$ cat config.mk
export PLATFORM = sky130hd
export DESIGN_NAME = branch_resolve_predict_unit_flat
export DESIGN_NICKNAME = d
export VERILOG_FILES = /design/src/rtl/branch_resolve_predict_unit_if.sv /design/src/rtl/branch_resolve_predict_unit.sv /design/src/flat_wrapper.sv
export SDC_FILE = /design/constraint.sdc
export NUM_CORES = 1
export LEC_CHECK = 0
export BUFFER_PORTS_ARGS = -buffer_cell sky130_fd_sc_hd__buf_2
export CAP_MARGIN = 20
export CORE_MARGIN = 5
export CORE_UTILIZATION = 57
export CTS_CLUSTER_DIAMETER = 120
export DETAILED_ROUTE_END_ITERATION = 6
export PLACE_DENSITY = 0.79
export SYNTH_ARGS = -nofsm -noshare
export SYNTH_HDL_FRONTEND = slang
export SYNTH_SLANG_ARGS = --single-unit
$ cat constraint.sdc
create_clock -name clk -period 5.68 [get_ports clk]
set_input_delay 1.136 -clock clk [delete_from_list [all_inputs] [get_ports clk]]
set_output_delay 1.136 -clock clk [all_outputs]
set_load 0.02 [all_outputs]
$ cat src/rtl/branch_resolve_predict_unit_if.sv
// branch_resolve_predict_unit_if: execute-stage resolve request and registered resolution results
interface branch_resolve_predict_unit_if #(
    parameter int DataWidth = 32
);
    logic                 resolve_valid;
    logic [2:0]           function3;
    logic [DataWidth-1:0] SRC_1;
    logic [DataWidth-1:0] SRC_2;
    logic [DataWidth-1:0] resolve_pc;
    logic [DataWidth-1:0] branch_offset;
    logic                 predicted_taken;
    logic                 resolve_done;
    logic                 Branch;
    logic                 mispredict;
    logic [DataWidth-1:0] redirect_pc;
    logic                 illegal_funct3;
    modport master (
        output resolve_valid, function3, SRC_1, SRC_2, resolve_pc, branch_offset, predicted_taken,
        input  resolve_done, Branch, mispredict, redirect_pc, illegal_funct3
    );
    modport slave (
        input  resolve_valid, function3, SRC_1, SRC_2, resolve_pc, branch_offset, predicted_taken,
        output resolve_done, Branch, mispredict, redirect_pc, illegal_funct3
    );
endinterface

$ cat src/rtl/branch_resolve_predict_unit.sv
// branch_resolve_predict_unit: RV32I branch resolution with 2-bit counter prediction table
module branch_resolve_predict_unit #(
    parameter int DataWidth  = 32,
    parameter int IndexBits  = 6,
    parameter int CountWidth = 16
) (
    input  logic                  clk,
    input  logic                  rst_n,
    input  logic [DataWidth-1:0]  lookup_pc,
    output logic                  predict_taken,
    branch_resolve_predict_unit_if.slave rif,
    output logic [CountWidth-1:0] branch_count,
    output logic [CountWidth-1:0] mispredict_count
);
    localparam int Entries = 1 << IndexBits;
    logic [1:0]           bht [Entries];
    logic [IndexBits-1:0] lookup_idx;
    logic [IndexBits-1:0] update_idx;
    logic                 unused_bits;
    logic                 eq, lt_s, lt_u, cmp, illegal, taken, miss;
    logic [1:0]           entry, next_entry;
    logic [DataWidth-1:0] target;
    assign lookup_idx    = lookup_pc[IndexBits+1:2];
    assign update_idx    = rif.resolve_pc[IndexBits+1:2];
    assign unused_bits   = ^{lookup_pc[DataWidth-1:IndexBits+2], lookup_pc[1:0]};
    assign predict_taken = bht[lookup_idx][1];
    // condition evaluation: funct3[2:1] picks the compare, funct3[0] inverts it
    always_comb begin
        eq         = rif.SRC_1 == rif.SRC_2;
        lt_s       = $signed(rif.SRC_1) < $signed(rif.SRC_2);
        lt_u       = rif.SRC_1 < rif.SRC_2;
        illegal    = rif.function3[2:1] == 2'b01;
        cmp        = rif.function3[2] ? (rif.function3[1] ? lt_u : lt_s) : eq;
        taken      = !illegal && (cmp ^ rif.function3[0]);
        miss       = !illegal && (taken != rif.predicted_taken);
        target     = taken ? rif.resolve_pc + rif.branch_offset : rif.resolve_pc + DataWidth'(4);
        entry      = bht[update_idx];
        next_entry = taken ? (entry == 2'b11 ? entry : entry + 2'b01)
                           : (entry == 2'b00 ? entry : entry - 2'b01);
    end
    // registered results, table update and saturating event counters
    always_ff @(posedge clk) begin
        if (!rst_n) begin
            for (int i = 0; i < Entries; i++) bht[i] <= 2'b01;
            rif.resolve_done   <= 1'b0;
            rif.Branch         <= 1'b0;
            rif.mispredict     <= 1'b0;
            rif.illegal_funct3 <= 1'b0;
            rif.redirect_pc    <= '0;
            branch_count       <= '0;
            mispredict_count   <= '0;
        end else begin
            rif.resolve_done   <= rif.resolve_valid;
            rif.mispredict     <= rif.resolve_valid && miss;
            rif.illegal_funct3 <= rif.resolve_valid && illegal;
            if (rif.resolve_valid) begin
                rif.Branch      <= taken;
                rif.redirect_pc <= target;
            end
            if (rif.resolve_valid && !illegal) begin
                bht[update_idx] <= next_entry;
                if (branch_count != '1) branch_count <= branch_count + 1'b1;
            end
            if (rif.resolve_valid && miss && mispredict_count != '1)
                mispredict_count <= mispredict_count + 1'b1;
        end
    end
endmodule

$ cat src/flat_wrapper.sv
// flat-port wrapper written by rule: the top's interface ports become plain ports
module branch_resolve_predict_unit_flat 
#(
    parameter int DataWidth  = 32,
    parameter int IndexBits  = 6,
    parameter int CountWidth = 16
)
  (clk, rst_n, lookup_pc, predict_taken, branch_count, mispredict_count, rif_resolve_valid, rif_function3, rif_SRC_1, rif_SRC_2, rif_resolve_pc, rif_branch_offset, rif_predicted_taken, rif_resolve_done, rif_Branch, rif_mispredict, rif_redirect_pc, rif_illegal_funct3);
  branch_resolve_predict_unit_if #(.DataWidth(DataWidth)) rif_i ();
  input  logic clk;
  input  logic rst_n;
  input  logic [DataWidth-1:0] lookup_pc;
  output logic predict_taken;
  output logic [CountWidth-1:0] branch_count;
  output logic [CountWidth-1:0] mispredict_count;
  input wire logic [$bits(rif_i.resolve_valid)-1:0] rif_resolve_valid;
  input wire logic [$bits(rif_i.function3)-1:0] rif_function3;
  input wire logic [$bits(rif_i.SRC_1)-1:0] rif_SRC_1;
  input wire logic [$bits(rif_i.SRC_2)-1:0] rif_SRC_2;
  input wire logic [$bits(rif_i.resolve_pc)-1:0] rif_resolve_pc;
  input wire logic [$bits(rif_i.branch_offset)-1:0] rif_branch_offset;
  input wire logic [$bits(rif_i.predicted_taken)-1:0] rif_predicted_taken;
  output wire logic [$bits(rif_i.resolve_done)-1:0] rif_resolve_done;
  output wire logic [$bits(rif_i.Branch)-1:0] rif_Branch;
  output wire logic [$bits(rif_i.mispredict)-1:0] rif_mispredict;
  output wire logic [$bits(rif_i.redirect_pc)-1:0] rif_redirect_pc;
  output wire logic [$bits(rif_i.illegal_funct3)-1:0] rif_illegal_funct3;
  assign rif_i.resolve_valid = rif_resolve_valid;
  assign rif_i.function3 = rif_function3;
  assign rif_i.SRC_1 = rif_SRC_1;
  assign rif_i.SRC_2 = rif_SRC_2;
  assign rif_i.resolve_pc = rif_resolve_pc;
  assign rif_i.branch_offset = rif_branch_offset;
  assign rif_i.predicted_taken = rif_predicted_taken;
  assign rif_resolve_done = rif_i.resolve_done;
  assign rif_Branch = rif_i.Branch;
  assign rif_mispredict = rif_i.mispredict;
  assign rif_redirect_pc = rif_i.redirect_pc;
  assign rif_illegal_funct3 = rif_i.illegal_funct3;
  branch_resolve_predict_unit #(.DataWidth(DataWidth), .IndexBits(IndexBits), .CountWidth(CountWidth)) u_core (.clk(clk), .rst_n(rst_n), .lookup_pc(lookup_pc), .predict_taken(predict_taken), .rif(rif_i), .branch_count(branch_count), .mispredict_count(mispredict_count));
endmodule
==> Implementation_results.wiki, run 1 <==
{| class="wikitable"
! Metric !! Value
|-
| Final hold slack || 458 ps
|-
| Remaining max-slew budget at the tightest pin || 37.5%
|-
| Initial standard-cell utilization of the core || 57.4%
|-
| Cell at the root of the clock tree || sky130_fd_sc_hd__clkbuf_16
|-
| Clock slew seen by the registers of the worst setup and hold paths || 70 ps
|-
| Proportion of layout cells with a drive suffix above 1 || 21.7%
|-
| Cell accounting for the most synthesized area || sky130_fd_sc_hd__edfxtp_1
|-
| Resize count post-CTS || 0
|-
| Gate count of the mapped netlist || 1366
|-
| Via-to-Cell Ratio || 6.24
|-
| # Post-CTS Setup Buffers || 0
|-
| Total via count in the routed design || 11500
|-
| Antenna violations before repair || 1
|-
| Synth Flop Type || sky130_fd_sc_hd__edfxtp_1
|-
| Internal power consumption || 2.45 mW
|-
| Number of instances in the placed design || 1804
|-
| Critical-path maximum fanout || 16
|-
| Total Neg Setup Slack || 0 ps
|-
| Summed instance area of the synthesized netlist || 12900 sq um
|-
| Number of I/O pins || 236
|-
| CTS Buffer Depth || 2
|-
| Aggregate routed wire length || 36.9 mm
|-
| Core region area || 22500 sq um
|-
| Total of fill cells in the finished design || 1835
|-
| Leading post-synthesis cells by cell area || sky130_fd_sc_hd__edfxtp_1, sky130_fd_sc_hd__dfxtp_1, sky130_fd_sc_hd__mux4_2
|-
| Yosys cell types || 75
|-
| Hold_buf cts || 0
|-
| First-pass GRT wire length || 58.6 mm
|-
| Number of buffers created by CTS || 17
|-
| Synth top area share || 29.8%
|-
| Reg power frac || 45.0%
|-
| Horizontal die dimension || 161 microns
|-
| Max-cap violations || 0
|-
| Period minus WS final || 4620 ps
|-
| Cell type with the highest occurrence count on the critical path || sky130_fd_sc_hd__mux4_2
|-
| RSZ-0062 raised after global routing || false
|-
| Period utilization || 81.3%
|-
| Top delay family on crit path || multiplexers
|-
| Number of cells in the finished layout apart from fillers || 1838
|-
| Number of flops mapped to enable cells by yosys || 128
|-
| DP Worst Slack || 1060 ps
|-
| Run status || finished clean
|-
| Post-route antenna net violation count || 0
|-
| FP Rows || 55
|-
| Category of the most critical setup path || input pin to output pin
|-
| Summed area of non-filler cells in the final layout || 14700 sq um
|-
| Static leakage power || 5.90 nW
|-
| Final hold violation count || 0
|-
| Worst setup slack after layout || 1060 ps
|-
| Final routed DRC violation total || 0
|-
| Proportion of synthesized chip area in sequential cells || 40.3%
|-
| Standard cell with the maximum stage delay on the critical path || sky130_fd_sc_hd__mux4_2
|-
| Number of setup violations in the final report || 0
|-
| Max VDD drop || 0.179 mV
|-
| GRT Residual Overflow || 0
|-
| Share of power burned in the clock network || 33.1%
|-
| Clock sinks || 196
|-
| Slew @ Worst Pin || 936 ps
|-
| Net Sw Frac || 30.9%
|-
| Total net switching power || 1.10 mW
|-
| Average cell area after synthesis || 9.46 sq um
|-
| Critical path, cell by cell || buf_2, mux4_2, mux4_2, mux4_2, buf_2
|-
| All-layer global routing usage || 28.3%
|-
| Number of nets produced by synthesis || 1600
|-
| Logic gate share of total power || 21.9%
|-
| Critical path arrival || 3480 ps
|-
| Area Growth Syn to Fin || 13.8%
|-
| Type of element capturing the critical path || output pin
|-
| Crit-path max cell delay || 640 ps
|-
| Ys async rst share || 0%
|-
| Power density over the cells || 241 nW/um^2
|-
| Number of global-route vias before repair || 11200
|-
| Weighted congestion at the end of routability-driven global placement || 0.915
|-
| Number of violations reported at the end of detailed-routing iteration 0 || 1212
|-
| Worst-Skew Late Latency || 440 ps
|-
| Flip-flop and latch count after synthesis || 196
|-
| Worst Path Buf+Inv || 2
|-
| Fraction of the core area covered by cells at the end of the flow || 65.3%
|-
| Yosys warning count || 0
|-
| TritonRoute pass-1 iters || 5
|-
| WL per Instance || 20.1 microns
|-
| HPWL reported at the end of detailed placement || 27.3 mm
|-
| FMAX || 216 MHz
|-
| Required arrival time at the worst endpoint || 4540 ps
|-
| Worst Setup Start Kind || input pin
|-
| Die span in y || 161 microns
|-
| Total cell area at the placement stage || 14100 sq um
|-
| Final clock skew || 14.1 ps
|-
| Final Total Pwr || 3.55 mW
|-
| Port buffer count || 209
|-
| Total number of H-tree levels || 4
|-
| Floorplan die area || 25800 sq um
|-
| Net count of the finished layout || 1773
|-
| Path type of the worst min-delay path || register to register
|-
| Slew Limit Fails || 0
|-
| Maximum number of pins on one net before global-route repair || 81
|-
| CTS tree || built
|}
synth_stat cells (4+ instances only):
library cell and n:
sky130_fd_sc_hd__nor2_1 128, sky130_fd_sc_hd__or3_1 7, sky130_fd_sc_hd__a311oi_1 4, sky130_fd_sc_hd__nand2b_1 9
sky130_fd_sc_hd__a221oi_1 7, sky130_fd_sc_hd__buf_6 10, sky130_fd_sc_hd__a21oi_1 57, sky130_fd_sc_hd__a21o_1 17
sky130_fd_sc_hd__o211ai_1 5, sky130_fd_sc_hd__edfxtp_1 128, sky130_fd_sc_hd__nor2b_1 12, sky130_fd_sc_hd__dfxtp_1 68
sky130_fd_sc_hd__nor4_1 5, sky130_fd_sc_hd__a221o_1 8, sky130_fd_sc_hd__nand4_1 19, sky130_fd_sc_hd__a31oi_1 5
sky130_fd_sc_hd__o21ai_0 49, sky130_fd_sc_hd__and4_1 7, sky130_fd_sc_hd__o31ai_1 8, sky130_fd_sc_hd__o21a_1 6
sky130_fd_sc_hd__xnor2_1 45, sky130_fd_sc_hd__a211o_1 5, sky130_fd_sc_hd__buf_4 9, sky130_fd_sc_hd__nor3_2 7
sky130_fd_sc_hd__clkbuf_1 47, sky130_fd_sc_hd__and2_1 8, sky130_fd_sc_hd__mux4_2 37, sky130_fd_sc_hd__o22ai_1 10
sky130_fd_sc_hd__nand3_1 111, sky130_fd_sc_hd__inv_1 53, sky130_fd_sc_hd__o311ai_0 7, sky130_fd_sc_hd__ha_1 66
sky130_fd_sc_hd__xor2_1 28, sky130_fd_sc_hd__a22oi_1 6, sky130_fd_sc_hd__a32oi_1 6, sky130_fd_sc_hd__a211oi_1 10
sky130_fd_sc_hd__nand2_1 196, sky130_fd_sc_hd__and3_1 16, sky130_fd_sc_hd__mux2_2 10, sky130_fd_sc_hd__nor3_1 36
sky130_fd_sc_hd__buf_2 13, sky130_fd_sc_hd__mux2i_1 32
placed cells by master, fill, tap and decap left out, types with 35 or more instances in the layout:
cell / count
sky130_fd_sc_hd__a21oi_1: 57
sky130_fd_sc_hd__buf_2: 209
sky130_fd_sc_hd__dfxtp_1: 68
sky130_fd_sc_hd__edfxtp_1: 128
sky130_fd_sc_hd__ha_1: 66
sky130_fd_sc_hd__inv_1: 53
sky130_fd_sc_hd__mux4_2: 37
sky130_fd_sc_hd__nand2_1: 196
sky130_fd_sc_hd__nand3_1: 111
sky130_fd_sc_hd__nor2_1: 127
sky130_fd_sc_hd__nor3_1: 35
sky130_fd_sc_hd__o21ai_0: 49
sky130_fd_sc_hd__xnor2_1: 45
metal layers:
layer  part of all wire [%]  GRT usage, %
met4                    3.3          9.93
met5                      0             0
met1                     38          35.8
met2                     48          46.6
met3                     10          8.03
area by class of cell:
cell class | count | area [sq um] | area share (%)
diodes | 1 | 2.50 | 0.0170
repair buffers | 236 | 1280 | 8.71
well taps | 285 | 357 | 2.43
inverters | 53 | 199 | 1.35
clock inverters | 13 | 120 | 0.817
multi-input cells | 1035 | 7100 | 48.3
clock buffers | 19 | 443 | 3.01
flip-flops and latches | 196 | 5200 | 35.4
registers in the layout, indices dropped and copies added (netlist names):
| signal | flops |
|---|---|
| u_core.mispredict_count | 16 |
| u_core.rif.mispredict | 1 |
| u_core.branch_count | 16 |
| u_core.rif.resolve_done | 1 |
| u_core.bht | 128 |
| u_core.rif.Branch | 1 |
| u_core.rif.illegal_funct3 | 1 |
| u_core.rif.redirect_pc | 32 |
tightest hold or removal path, delay by kind of cell, from the launching register on:
| kind | cells | cell delay [ps] |
|---|---|---|
| simple gates | 1 | 40 |
| flops | 1 | 330 |
| compound gates | 1 | 60 |
power groups by stage:
stage | combinational, mW | sequential, mW | clock [mW]
2_1_floorplan | 0.507 | 1.65 | 0
6_report | 0.777 | 1.59 | 1.17
3_3_place_gp | 0.748 | 1.62 | 0
5_1_grt | 0.846 | 1.60 | 1.25
4_1_cts | 0.769 | 1.59 | 1.18
3_5_place_dp | 0.764 | 1.63 | 0
worst paths after layout:
kind	to	depth (start not counted)	slack (ps)	startpoint
worst max-delay path	predict_taken	5	1060	lookup_pc[2]
worst min-delay path	u_core.rif.redirect_pc[19]$_SDFFE_PN0P_	2	460	u_core.rif.redirect_pc[19]$_SDFFE_PN0P_
worst min register to register	u_core.rif.redirect_pc[19]$_SDFFE_PN0P_	2	460	u_core.rif.redirect_pc[19]$_SDFFE_PN0P_
worst max register to register	u_core.bht[53][0]$_SDFFCE_PN1P_	9	2420	u_core.bht[54][1]$_SDFFCE_PN0P_
kinds of logic (layout without fill, tap and decap cells):
group                      count (synthesis)  in the layout  synth area share, %
xor gates and xnor gates                  74             74                 5.12
AOI/OAI and AO/OA                        231            231                 11.9
DFF                                      196            196                 40.3
muxes                                     79             79                 9.80
buffers and inverters                    135            321                 4.89
and+or+nand+nor                          582            582                 21.3
adders and majority gates                 69             69                 6.71
other                                      0              1                    0
No activity file was read; power rests on OpenSTA's default activity.
==> run 2, diff against run 1 <==
==> constraint.sdc (replaced) <==
create_clock -name clk -period 4.3 [get_ports clk]
set_input_delay 0.86 -clock clk [delete_from_list [all_inputs] [get_ports clk]]
set_output_delay 0.86 -clock clk [all_outputs]
set_load 0.02 [all_outputs]
==> run 2 against run 1 <==
  * Global-route usage hardly changed
  * First-iteration DRC count fell by 17%
  * Count of clock-buffer cells in the layout down 2
  * Sequential cell count did not move
  * Largest cell class unchanged
  * Sequential power rose by 33%
  * Register-to-register slack lost 1100 ps
  * Utilization rose by 0.77 points
  * Critical path depth up 1
  * Wire length is 0.76% higher
  * Die area stayed put
  * Hold slack better by 1.9 ps
==> Implementation_results.wiki, run 2 (same netlist as run 1, synthesis figures left out) <==
{| class="wikitable"
! Metric !! Value
|-
| CTS tree || built
|-
| Hold-critical path depth || 2 (unchanged)
|-
| Most flop-heavy register || u_core.bht
|-
| Clock slew seen by the registers of the worst setup and hold paths || 70 ps (about the same)
|-
| Run status || finished clean
|-
| Critical path, cell by cell || buf_2, buf_12, mux4_2, mux4_2, mux4_2, buf_2
|-
| Port buffer count || 209 (unchanged)
|-
| Area Growth Syn to Fin || 15.2%
|-
| Total via count in the routed design || 11500 (-0.017%)
|-
| TritonRoute pass-1 iters || 6 (+1)
|-
| All-layer global routing usage || 28.3% (+0.042 points)
|-
| GRT Residual Overflow || 0 (unchanged)
|-
| Max-cap violations || 0 (unchanged)
|-
| Highest-count cells in the layout ignoring fill and taps || sky130_fd_sc_hd__buf_2, sky130_fd_sc_hd__nand2_1, sky130_fd_sc_hd__edfxtp_1, sky130_fd_sc_hd__nor2_1, sky130_fd_sc_hd__nand3_1
|-
| Resize count post-CTS || 0 (unchanged)
|-
| Summed area of non-filler cells in the final layout || 14900 sq um (+1.2%)
|-
| Final hold violation count || 0 (unchanged)
|-
| Crit Reg-Reg Endpoint || u_core.bht[3][0]$_SDFFCE_PN1P_
|-
| Aggregate routed wire length || 37.1 mm (+0.76%)
|-
| Hold_buf cts || 0 (unchanged)
|-
| Proportion of layout cells with a drive suffix above 1 || 22.5% (+0.81 points)
|-
| Total number of H-tree levels || 4 (unchanged)
|-
| Critical-path maximum fanout || 16 (unchanged)
|-
| Largest registers ranked by flip-flop count || u_core.bht: 128 flops, u_core.rif.redirect_pc: 32 flops
|-
| Remaining max-slew budget at the tightest pin || 40.5% (+3.0 points)
|-
| Hold EP || u_core.rif.redirect_pc[6]$_SDFFE_PN0P_
|-
| Path type of the worst min-delay path || register to register
|-
| Power density over the cells || 321 nW/um^2 (+33%)
|-
| HPWL reported at the end of detailed placement || 27.6 mm (+1.1%)
|-
| Weighted congestion at the end of routability-driven global placement || 0.921 (+0.59%)
|-
| Worst Path Buf+Inv || 3 (+1)
|-
| Core region area || 22500 sq um (unchanged)
|-
| # Post-CTS Setup Buffers || 0 (unchanged)
|-
| Standard cell with the maximum stage delay on the critical path || sky130_fd_sc_hd__mux4_2
|-
| Total cell area at the placement stage || 14300 sq um (+1.0%)
|-
| Area occupied by multi-input gates || 7100 sq um (unchanged)
|-
| Top delay family on crit path || multiplexers
|-
| Worst reg2reg path depth || 9 (unchanged)
|-
| Required arrival time at the worst endpoint || 3440 ps (-1100 ps)
|-
| Clock sinks || 196 (unchanged)
|-
| Number of buffers created by CTS || 17 (unchanged)
|-
| Post-route antenna net violation count || 0 (unchanged)
|-
| Critical register-to-register path startpoint || u_core.bht[31][1]$_SDFFCE_PN0P_
|-
| Setup slack, reg-to-reg || 1330 ps (-1090 ps)
|-
| Hold Crit Start || u_core.rif.redirect_pc[6]$_SDFFE_PN0P_
|-
| Number of setup violations in the final report || 0 (unchanged)
|-
| Die span in y || 161 microns (unchanged)
|-
| Horizontal die dimension || 161 microns (unchanged)
|-
| Period minus WS final || 3780 ps
|-
| Total Neg Setup Slack || 0 ps (unchanged)
|-
| WL per Instance || 20.0 microns (about the same)
|-
| Final clock skew || 16.3 ps (+2.19 ps)
|-
| First-pass GRT wire length || 58.3 mm (-0.45%)
|-
| Type of element capturing the critical path || output pin
|-
| Cell at the root of the clock tree || sky130_fd_sc_hd__clkbuf_16
|-
| FMAX || 265 MHz
|-
| Worst Setup Start Kind || input pin
|-
| Antenna violations before repair || 1 (unchanged)
|-
| Via-to-Cell Ratio || 6.19 (-0.83%)
|-
| Number of global-route vias before repair || 11300 (+0.53%)
|-
| CTS Buffer Depth || 2 (unchanged)
|-
| FP Rows || 55 (unchanged)
|-
| Floorplan die area || 25800 sq um (unchanged)
|-
| Max VDD drop || 0.232 mV (+29%)
|-
| Static leakage power || 5.99 nW (+1.6%)
|-
| Slew @ Worst Pin || 892 ps (-44.2 ps)
|-
| Category of the most critical setup path || input pin to output pin
|-
| Number of flip-flops under the largest register name || 128 (unchanged)
|-
| Final routed DRC violation total || 0 (unchanged)
|-
| Slew Limit Fails || 0 (unchanged)
|-
| Worst-Skew Late Latency || 440 ps (about the same)
|-
| Net count of the finished layout || 1788 (+0.85%)
|-
| Critical path arrival || 2920 ps (-560 ps)
|-
| Maximum number of pins on one net before global-route repair || 81 (unchanged)
|-
| RSZ-0062 raised after global routing || false
|-
| Crit-path max cell delay || 580 ps (-60 ps)
|-
| Area used by sequential logic in the layout || 5200 sq um (unchanged)
|-
| Number of I/O pins || 236 (unchanged)
|-
| Cell type with the highest occurrence count on the critical path || sky130_fd_sc_hd__mux4_2
|-
| Leading cell type in the layout, fill and taps excluded || sky130_fd_sc_hd__buf_2
|-
| Total of fill cells in the finished design || 1785 (-2.7%)
|-
| Period utilization || 87.9%
|-
| Initial standard-cell utilization of the core || 57.4% (unchanged)
|-
| Number of violations reported at the end of detailed-routing iteration 0 || 1009 (-17%)
|}
## run 2: report_power, final
group | internal, mW | switching (mW)
Sequential | 2.07 | 0.0403
Clock | 0.794 | 0.828
Combinational | 0.407 | 0.640
## run 2: worst reg2reg max path, stage by stage, from the launching register on
cell                       delay, ps
sky130_fd_sc_hd__edfxtp_1        410
sky130_fd_sc_hd__mux4_2          470
sky130_fd_sc_hd__mux2i_1         250
sky130_fd_sc_hd__o22ai_1         160
sky130_fd_sc_hd__a21oi_1         200
sky130_fd_sc_hd__nand3_1         120
sky130_fd_sc_hd__nor4_2          340
sky130_fd_sc_hd__maj3_2          300
sky130_fd_sc_hd__buf_4           290
sky130_fd_sc_hd__nand3_1         140
## run 2: worst max-delay path by stage
stage,start,to,slack (ps),cells past startpoint
floorplan,lookup_pc[2],predict_taken,100,5
CTS,lookup_pc[2],predict_taken,520,6
finish,lookup_pc[2],predict_taken,520,6
global placement,rif_resolve_pc[2],u_core.rif.redirect_pc[26]$_SDFFE_PN0P_,420,11
global route,rif_resolve_pc[3],u_core.rif.redirect_pc[30]$_SDFFE_PN0P_,430,11
detailed placement,rif_SRC_2[25],u_core.bht[48][0]$_SDFFCE_PN1P_,320,13
## run 2: layout make-up
class                   instances  area share [%]
clock buffers                  17            2.86
clock inverters                15            1.22
diodes                          1          0.0168
inverters                      53            1.34
well taps                     285            2.40
flip-flops and latches        196            35.0
multi-input cells            1035            47.7
repair buffers                251            9.49
## run 2: per-layer routing
| metal | share of wire, % | vias up | track usage, % |
|---|---|---|---|
| met5 | 0 | - | 0 |
| met4 | 3.4 | 0 | 10.7 |
| met3 | 10 | 91 | 6.95 |
| met2 | 48 | 607 | 46.7 |
| met1 | 38 | 5397 | 36.3 |
| li1 | - | 5381 | - |
## run 2: through the flow
stage               std cells  power, mW  util, %  hold WS, ps  setup WS [ps]
floorplan                1366       2.85        -          533           99.0
global placement         1820       3.16     63.4          433            419
detailed placement       1820       3.18     63.4          444            322
CTS                      1852       4.78     66.1          463            518
global route             1853       4.97     66.1          488            435
finish                   1853       4.78     66.1          460            522
